$ cat src/rtl/alu_rr_scheduler_if.sv
// ---------------------------------------------------------------------------
// alu_rr_scheduler_if
// Bundles the requester handshake, the shared-ALU operand/result bus and the
// response bus of alu_rr_scheduler.
//   req_valid/req_ready   per-requester offer and combinational accept
//   req_a/req_b/req_fun   packed per-requester payload (requester i at slot i)
//   alu_a/alu_b/alu_fun   registered operands/function to the shared ALU
//   alu_out               registered ALU result (WIDTH+1 bits)
//   rsp_valid/rsp_data    one-cycle result pulse to the owning requester
//   rsp_id                index of the current/last granted requester
//   busy                  scheduler not idle
// modport master: client/ALU side.  modport slave: the scheduler.
// ---------------------------------------------------------------------------
interface alu_rr_scheduler_if #(
    parameter int WIDTH   = 16,
    parameter int NUM_REQ = 4,
    parameter int ID_W    = 2
);
    logic [NUM_REQ-1:0]       req_valid;
    logic [NUM_REQ-1:0]       req_ready;
    logic [NUM_REQ*WIDTH-1:0] req_a;
    logic [NUM_REQ*WIDTH-1:0] req_b;
    logic [NUM_REQ*2-1:0]     req_fun;
    logic [WIDTH-1:0]         alu_a;
    logic [WIDTH-1:0]         alu_b;
    logic [1:0]               alu_fun;
    logic [WIDTH:0]           alu_out;
    logic [NUM_REQ-1:0]       rsp_valid;
    logic [WIDTH:0]           rsp_data;
    logic [ID_W-1:0]          rsp_id;
    logic                     busy;

    modport master (
        output req_valid, req_a, req_b, req_fun, alu_out,
        input  req_ready, alu_a, alu_b, alu_fun, rsp_valid, rsp_data, rsp_id, busy
    );

    modport slave (
        input  req_valid, req_a, req_b, req_fun, alu_out,
        output req_ready, alu_a, alu_b, alu_fun, rsp_valid, rsp_data, rsp_id, busy
    );
endinterface

$ cat src/rtl/alu_rr_scheduler.sv
// ---------------------------------------------------------------------------
// alu_rr_scheduler
// Shares one registered ALU between NUM_REQ requesters with round-robin
// arbitration. One operation is in flight at a time: accept, issue, wait out
// the ALU register, then pulse the result back to the granted requester.
// Ports:
//   CLK   clock, rising edge
//   RST   synchronous active-high reset
//   bus   alu_rr_scheduler_if.slave (handshake, ALU bus, response bus)
//
// state | meaning
// ------+-----------------------------------------------------------------
// IDLE  | arbitrate; accept winner and load ALU operands at the edge
// ISSUE | operands stable; ALU registers the result at the end of this cycle
// WAIT  | capture alu_out into rsp_data and arm rsp_valid
// RESP  | rsp_valid high for this single cycle
// ---------------------------------------------------------------------------
module alu_rr_scheduler #(
    parameter int WIDTH   = 16,
    parameter int NUM_REQ = 4,
    parameter int ID_W    = 2
) (
    input  logic               CLK,
    input  logic               RST,
    alu_rr_scheduler_if.slave  bus
);
    localparam int IW = ID_W + 1;

    typedef enum logic [1:0] {IDLE, ISSUE, WAIT, RESP} state_t;

    state_t             state_q, state_d;
    logic [ID_W-1:0]    rr_ptr_q, rr_ptr_d;
    logic [WIDTH-1:0]   alu_a_q, alu_a_d;
    logic [WIDTH-1:0]   alu_b_q, alu_b_d;
    logic [1:0]         alu_fun_q, alu_fun_d;
    logic [NUM_REQ-1:0] rsp_valid_q, rsp_valid_d;
    logic [WIDTH:0]     rsp_data_q, rsp_data_d;
    logic [ID_W-1:0]    rsp_id_q, rsp_id_d;

    logic [2*NUM_REQ-1:0] valid_dbl;
    logic [NUM_REQ-1:0]   valid_rot;
    logic                 grant_found;
    logic [ID_W-1:0]      grant_idx;
    logic [IW-1:0]        grant_sum;
    logic [WIDTH-1:0]     sel_a, sel_b;
    logic [1:0]           sel_fun;
    logic                 accept;
    logic [NUM_REQ-1:0]   ready;
    logic [NUM_REQ-1:0]   id_onehot;

    // Rotate the valid vector so that bit 0 is the requester at rr_ptr; the
    // lowest set bit of the rotated vector is then the round-robin winner.
    always_comb begin
        valid_dbl   = {bus.req_valid, bus.req_valid};
        valid_rot   = NUM_REQ'(valid_dbl >> rr_ptr_q);
        grant_found = 1'b0;
        grant_sum   = '0;
        for (int k = NUM_REQ - 1; k >= 0; k--) begin
            if (valid_rot[k]) begin
                grant_found = 1'b1;
                grant_sum   = {1'b0, rr_ptr_q} + IW'(k);
            end
        end
        // rr_ptr < NUM_REQ, so one subtraction completes the wrap.
        if (grant_sum >= IW'(NUM_REQ)) begin
            grant_sum = grant_sum - IW'(NUM_REQ);
        end
        grant_idx = grant_sum[ID_W-1:0];
    end

    always_comb begin
        sel_a     = '0;
        sel_b     = '0;
        sel_fun   = '0;
        ready     = '0;
        id_onehot = '0;
        accept    = (state_q == IDLE) && grant_found && !RST;
        for (int i = 0; i < NUM_REQ; i++) begin
            if (grant_idx == ID_W'(i)) begin
                sel_a    = bus.req_a[i*WIDTH +: WIDTH];
                sel_b    = bus.req_b[i*WIDTH +: WIDTH];
                sel_fun  = bus.req_fun[i*2 +: 2];
                ready[i] = accept;
            end
            if (rsp_id_q == ID_W'(i)) begin
                id_onehot[i] = 1'b1;
            end
        end
    end

    always_comb begin
        state_d     = state_q;
        rr_ptr_d    = rr_ptr_q;
        alu_a_d     = alu_a_q;
        alu_b_d     = alu_b_q;
        alu_fun_d   = alu_fun_q;
        rsp_valid_d = '0;
        rsp_data_d  = rsp_data_q;
        rsp_id_d    = rsp_id_q;
        case (state_q)
            IDLE: begin
                if (grant_found) begin
                    alu_a_d   = sel_a;
                    alu_b_d   = sel_b;
                    alu_fun_d = sel_fun;
                    rsp_id_d  = grant_idx;
                    rr_ptr_d  = (grant_idx == ID_W'(NUM_REQ - 1)) ? '0
                                                                  : grant_idx + ID_W'(1);
                    state_d   = ISSUE;
                end
            end
            ISSUE: state_d = WAIT;
            WAIT: begin
                rsp_data_d  = bus.alu_out;
                rsp_valid_d = id_onehot;
                state_d     = RESP;
            end
            RESP:    state_d = IDLE;
            default: state_d = IDLE;
        endcase
    end

    always_ff @(posedge CLK) begin
        if (RST) begin
            state_q     <= IDLE;
            rr_ptr_q    <= '0;
            alu_a_q     <= '0;
            alu_b_q     <= '0;
            alu_fun_q   <= '0;
            rsp_valid_q <= '0;
            rsp_data_q  <= '0;
            rsp_id_q    <= '0;
        end else begin
            state_q     <= state_d;
            rr_ptr_q    <= rr_ptr_d;
            alu_a_q     <= alu_a_d;
            alu_b_q     <= alu_b_d;
            alu_fun_q   <= alu_fun_d;
            rsp_valid_q <= rsp_valid_d;
            rsp_data_q  <= rsp_data_d;
            rsp_id_q    <= rsp_id_d;
        end
    end

    assign bus.req_ready = ready;
    assign bus.alu_a     = alu_a_q;
    assign bus.alu_b     = alu_b_q;
    assign bus.alu_fun   = alu_fun_q;
    assign bus.rsp_valid = rsp_valid_q;
    assign bus.rsp_data  = rsp_data_q;
    assign bus.rsp_id    = rsp_id_q;
    assign bus.busy      = (state_q != IDLE) && !RST;

endmodule

$ cat src/flat_wrapper.sv
// flat-port wrapper written by rule: the top's interface ports become plain ports
module alu_rr_scheduler_flat 
#(
    parameter int WIDTH   = 16,
    parameter int NUM_REQ = 4,
    parameter int ID_W    = 2
)
  (CLK, RST, bus_req_valid, bus_req_a, bus_req_b, bus_req_fun, bus_alu_out, bus_req_ready, bus_alu_a, bus_alu_b, bus_alu_fun, bus_rsp_valid, bus_rsp_data, bus_rsp_id, bus_busy);
  alu_rr_scheduler_if #(.WIDTH(WIDTH), .NUM_REQ(NUM_REQ), .ID_W(ID_W)) bus_i ();
  input  logic CLK;
  input  logic RST;
  input wire logic [$bits(bus_i.req_valid)-1:0] bus_req_valid;
  input wire logic [$bits(bus_i.req_a)-1:0] bus_req_a;
  input wire logic [$bits(bus_i.req_b)-1:0] bus_req_b;
  input wire logic [$bits(bus_i.req_fun)-1:0] bus_req_fun;
  input wire logic [$bits(bus_i.alu_out)-1:0] bus_alu_out;
  output wire logic [$bits(bus_i.req_ready)-1:0] bus_req_ready;
  output wire logic [$bits(bus_i.alu_a)-1:0] bus_alu_a;
  output wire logic [$bits(bus_i.alu_b)-1:0] bus_alu_b;
  output wire logic [$bits(bus_i.alu_fun)-1:0] bus_alu_fun;
  output wire logic [$bits(bus_i.rsp_valid)-1:0] bus_rsp_valid;
  output wire logic [$bits(bus_i.rsp_data)-1:0] bus_rsp_data;
  output wire logic [$bits(bus_i.rsp_id)-1:0] bus_rsp_id;
  output wire logic [$bits(bus_i.busy)-1:0] bus_busy;
  assign bus_i.req_valid = bus_req_valid;
  assign bus_i.req_a = bus_req_a;
  assign bus_i.req_b = bus_req_b;
  assign bus_i.req_fun = bus_req_fun;
  assign bus_i.alu_out = bus_alu_out;
  assign bus_req_ready = bus_i.req_ready;
  assign bus_alu_a = bus_i.alu_a;
  assign bus_alu_b = bus_i.alu_b;
  assign bus_alu_fun = bus_i.alu_fun;
  assign bus_rsp_valid = bus_i.rsp_valid;
  assign bus_rsp_data = bus_i.rsp_data;
  assign bus_rsp_id = bus_i.rsp_id;
  assign bus_busy = bus_i.busy;
  alu_rr_scheduler #(.WIDTH(WIDTH), .NUM_REQ(NUM_REQ), .ID_W(ID_W)) u_core (.CLK(CLK), .RST(RST), .bus(bus_i));
endmodule
$ cat config.mk
export PLATFORM = sky130hd
export DESIGN_NAME = alu_rr_scheduler_flat
export DESIGN_NICKNAME = d
export VERILOG_FILES = /design/src/rtl/alu_rr_scheduler_if.sv /design/src/rtl/alu_rr_scheduler.sv /design/src/flat_wrapper.sv
export SDC_FILE = /design/constraint.sdc
export NUM_CORES = 1
export LEC_CHECK = 0
export ABC_CLOCK_PERIOD_IN_PS = 4550
export BUFFER_PORTS_ARGS = -buffer_cell sky130_fd_sc_hd__clkbuf_2
export CORE_MARGIN = 4
export CORE_UTILIZATION = 40
export CTS_CLUSTER_DIAMETER = 80
export DETAILED_ROUTE_END_ITERATION = 10
export PLACE_DENSITY = 0.79
export RECOVER_POWER = 25
export SLEW_MARGIN = 20
export SYNTH_ARGS = -nofsm -noshare
export SYNTH_HDL_FRONTEND = slang
export SYNTH_SLANG_ARGS = --single-unit
$ cat constraint.sdc
create_clock -name CLK -period 4.55 [get_ports CLK]
set_input_delay 0.455 -clock CLK [delete_from_list [all_inputs] [get_ports CLK]]
set_output_delay 0.455 -clock CLK [all_outputs]
set_load 0.02 [all_outputs]
==> impl_metrics.toml <==
[pwr]
p_clk_share_pct = 20.0
p_int_w = 0.00169
pwr-share-comb_pct = 52.9
cellLeakagePower_nw = 2.28
powerDensity_nw_per_um2 = 616
p_sw_w = 0.00129
power.share.sequential_pct = 27.0
ir_drop_v = 0.000243
switching_share_pct = 43.3

[cells_and_area]
area_delta_synth_final_pct = 36.4
multi_input_area_um2 = 1980
seqCellArea_um2 = 1220
drive_above_1_share_pct = 37.1
finalInstanceArea_um2 = 4840
nFillCells = 798
n_antenna_cell = 0
fin_nets = 788

[critical_path]
crit_chain = "clkbuf_1 > or3b_2 > o221a_2 > inv_1 > ha_1 > buf_4 > and2_1 > clkbuf_2"
cp_max_fo = 19
reg2regPathDepth = 8
rr_startpoint = "u_core.rr_ptr_q[1]$_SDFFE_PP0N_"
critical_path_arrival_ns = 2.87
worst-setup-path-type = "in -> out"
cpMaxStageDelayCell = "ha_1"
timing.rr.end = "u_core.bus.alu_b[12]$_SDFFE_PP0N_"
worst_path_largest_cell_delay_ns = 0.65
worstPathRequired_ns = 4.09
startpoint_type = "primary input"
endpoint_kind = "output pin"
r2r_slack_ns = 1.66

[flow_run]
drv_cap = 0

[clocking]
clockRootBuffer = "clkbuf_8"
ctsHoldBuffers = 0
cts_resized = 0
clkSinkCount = 61
cts_buffers = 9
h-tree-depth = 3
cts_tree = "done"
insertion_delay_ns = 0.34
post_cts_buffers = 0
clk_path_buf_depth = 2
clk_pin_slew_ns = 0.08

[die]
core_area_um2 = 8680
num_io_pins = 221
num_rows = 34
die-area_um2 = 10400
dieHeight_um = 102
die_width_um = 102
initial_utilization_pct = 40.9

[placed_design]
portBuffers = 220
hpwl_mm = 8.92
finalWeightedCongestion = 0.860
placement.cell_area_um2 = 4630

[timing]
hold_violations = 0
fmax_mhz = 301
finalCriticalPeriod_ns = 3.33
clock_skew_ns = 0.00639
finalSetupViolCount = 0
fin_setup_tns_ns = 0
worst_pin_slew_ns = 1.03
slew_viol_final = 0
relSlewSlack_pct = 31.3
rsz0062_at_grt = "false"
min_period_over_period_pct = 73.1

[yosys]
ys_ff_latch = 61
avgSynthCellArea_um2 = 8.28
synthesis.nets = 594
ys_warn_count = 0
netlist_area_um2 = 3550
netlist_instances = 429
yosysSeqAreaShare_pct = 34.4
synth_cell_types = 34

[hold_path]
holdPathEnd = "u_core.bus.rsp_data[1]$_SDFFE_PP0P_"
hp-class = "in -> reg"
min_path_cells = 3
hp-start = "bus_alu_out[1]"

[route]
drtAntennaViolNets = 0
drtIter0Drc = 124
dr_total_vias = 4033
routed_via_density = 5.48
wl_per_cell_um = 16.5
dr.pass1.iters = 5
drt-total-wl_mm = 12.2
drc = 0

[global_routing]
grt_pass1_vias = 3784
grt.total_usage_pct = 21.8
grt_first_pass_wirelength_mm = 17.9
antenna_found_initial = 0
grt_max_degree = 40
grt-ovfl-total = 0

[outcome]
outcome = "finished clean"
## worst max-delay path by stage
stage / from / end / slack [ns] / depth (start not counted)
after floorplan: bus_req_valid[1] / bus_req_ready[2] / 1.98 / 8
after global placement: bus_req_valid[2] / bus_req_ready[0] / 1.42 / 8
after detailed placement: bus_req_valid[2] / bus_req_ready[0] / 1.37 / 8
after CTS: u_core.rr_ptr_q[1]$_SDFFE_PP0N_ / bus_req_ready[0] / 1.25 / 7
after global routing: u_core.rr_ptr_q[1]$_SDFFE_PP0N_ / bus_req_ready[0] / 1.10 / 7
final: bus_req_valid[2] / bus_req_ready[0] / 1.22 / 8
## power groups by stage
stage	clock network (W)	registers [W]	logic, W
after CTS	0.000612	0.000807	0.00161
after detailed placement	0	0.000817	0.00160
after floorplan	0	0.000995	0.000988
after global placement	0	0.000811	0.00157
after global routing	0.000638	0.000827	0.00171
final	0.000598	0.000807	0.00158
## layout by cell type (no fill, tap or decap), types with 4 or more instances in the layout
master,instances
a211oi_1,24
a211oi_2,11
a21oi_1,71
a221o_1,34
and2_1,4
buf_4,7
clkbuf_1,30
clkbuf_2,190
clkbuf_8,9
dfxtp_1,61
inv_1,38
mux2i_1,18
nand2_1,4
nand3b_1,37
nor2_1,57
## sequential cells by signal, summed over array words and instances, names as in the netlist
register,count
u_core.bus.rsp_id,2
u_core.bus.rsp_data,17
u_core.bus.alu_a,16
u_core.state_q,2
u_core.bus.alu_b,16
u_core.bus.alu_fun,2
u_core.rr_ptr_q,2
u_core.bus.rsp_valid,4
## worst max-delay path, delay by kind of cell
kind	cells	cell delay (ns)
buffers and inverters	4	0.91
and+or+nand+nor	2	0.66
adders and majority gates	1	0.65
AOI/OAI and AO/OA	1	0.18
## cells by family after synthesis
logic type / count (synthesis) / share of synthesized area [%]
AO/OA/AOI/OAI: 150 / 31.5
adder cells (fa/ha/maj): 6 / 2.11
buffers and inverters: 82 / 10.0
flip-flops: 61 / 34.4
multiplexers: 18 / 5.07
AND/OR/NAND/NOR: 112 / 16.9
## routing by layer
metal	wire [um]	share of wire (%)	GRT usage, %
met2	5940	49	37.0
met3	1030	8.5	6.08
met4	266	2.2	8.48
met1	4920	40	26.1
met5	0	0	0
## per-stage QoR
stage | util [%] | total power (W) | hold WS [ns] | setup WS [ns] | instances
6_report | 55.8 | 0.00298 | 0.351 | 1.22 | 736
5_1_grt | 55.8 | 0.00318 | 0.344 | 1.10 | 736
4_1_cts | 56.3 | 0.00303 | 0.332 | 1.25 | 736
3_5_place_dp | 53.4 | 0.00242 | 0.485 | 1.37 | 720
3_3_place_gp | 53.4 | 0.00238 | 0.468 | 1.42 | 720
2_1_floorplan | - | 0.00198 | 0.460 | 1.98 | 429
## final cells by class
cell class | instances | area share (%)
clock buffer | 9 | 2.56
clock inverter | 7 | 2.56
inverter | 38 | 2.94
multi-input combinational | 286 | 40.9
sequential | 61 | 25.2
tap | 108 | 2.79
timing repair buffer | 227 | 23.0
## Yosys cell counts, drive strengths merged
cell type	instances	share of area (%)
a211oi	35	8.9
a21bo	1	0.28
a21boi	1	0.21
a21oi	71	10
a221o	34	9.6
a311oi	2	0.49
and2	4	0.70
and3	1	0.18
and3b	1	0.25
buf	22	3.7
clkbuf	22	2.3
dfxtp	61	34
ha	6	2.1
inv	38	4.0
mux2i	18	5.1
nand2	4	0.42
nand2b	1	0.18
nand3	1	0.14
nand3b	37	7.8
nor2	57	6.0
nor2b	2	0.35
nor3b	1	0.21
nor4	1	0.18
o21ai	1	0.14
o221a	1	0.32
o22ai	1	0.18
o41a	1	0.32
o41ai	2	1.0
or2	1	0.18
or3b	1	0.25
No activity file was read; power rests on OpenSTA's default activity.
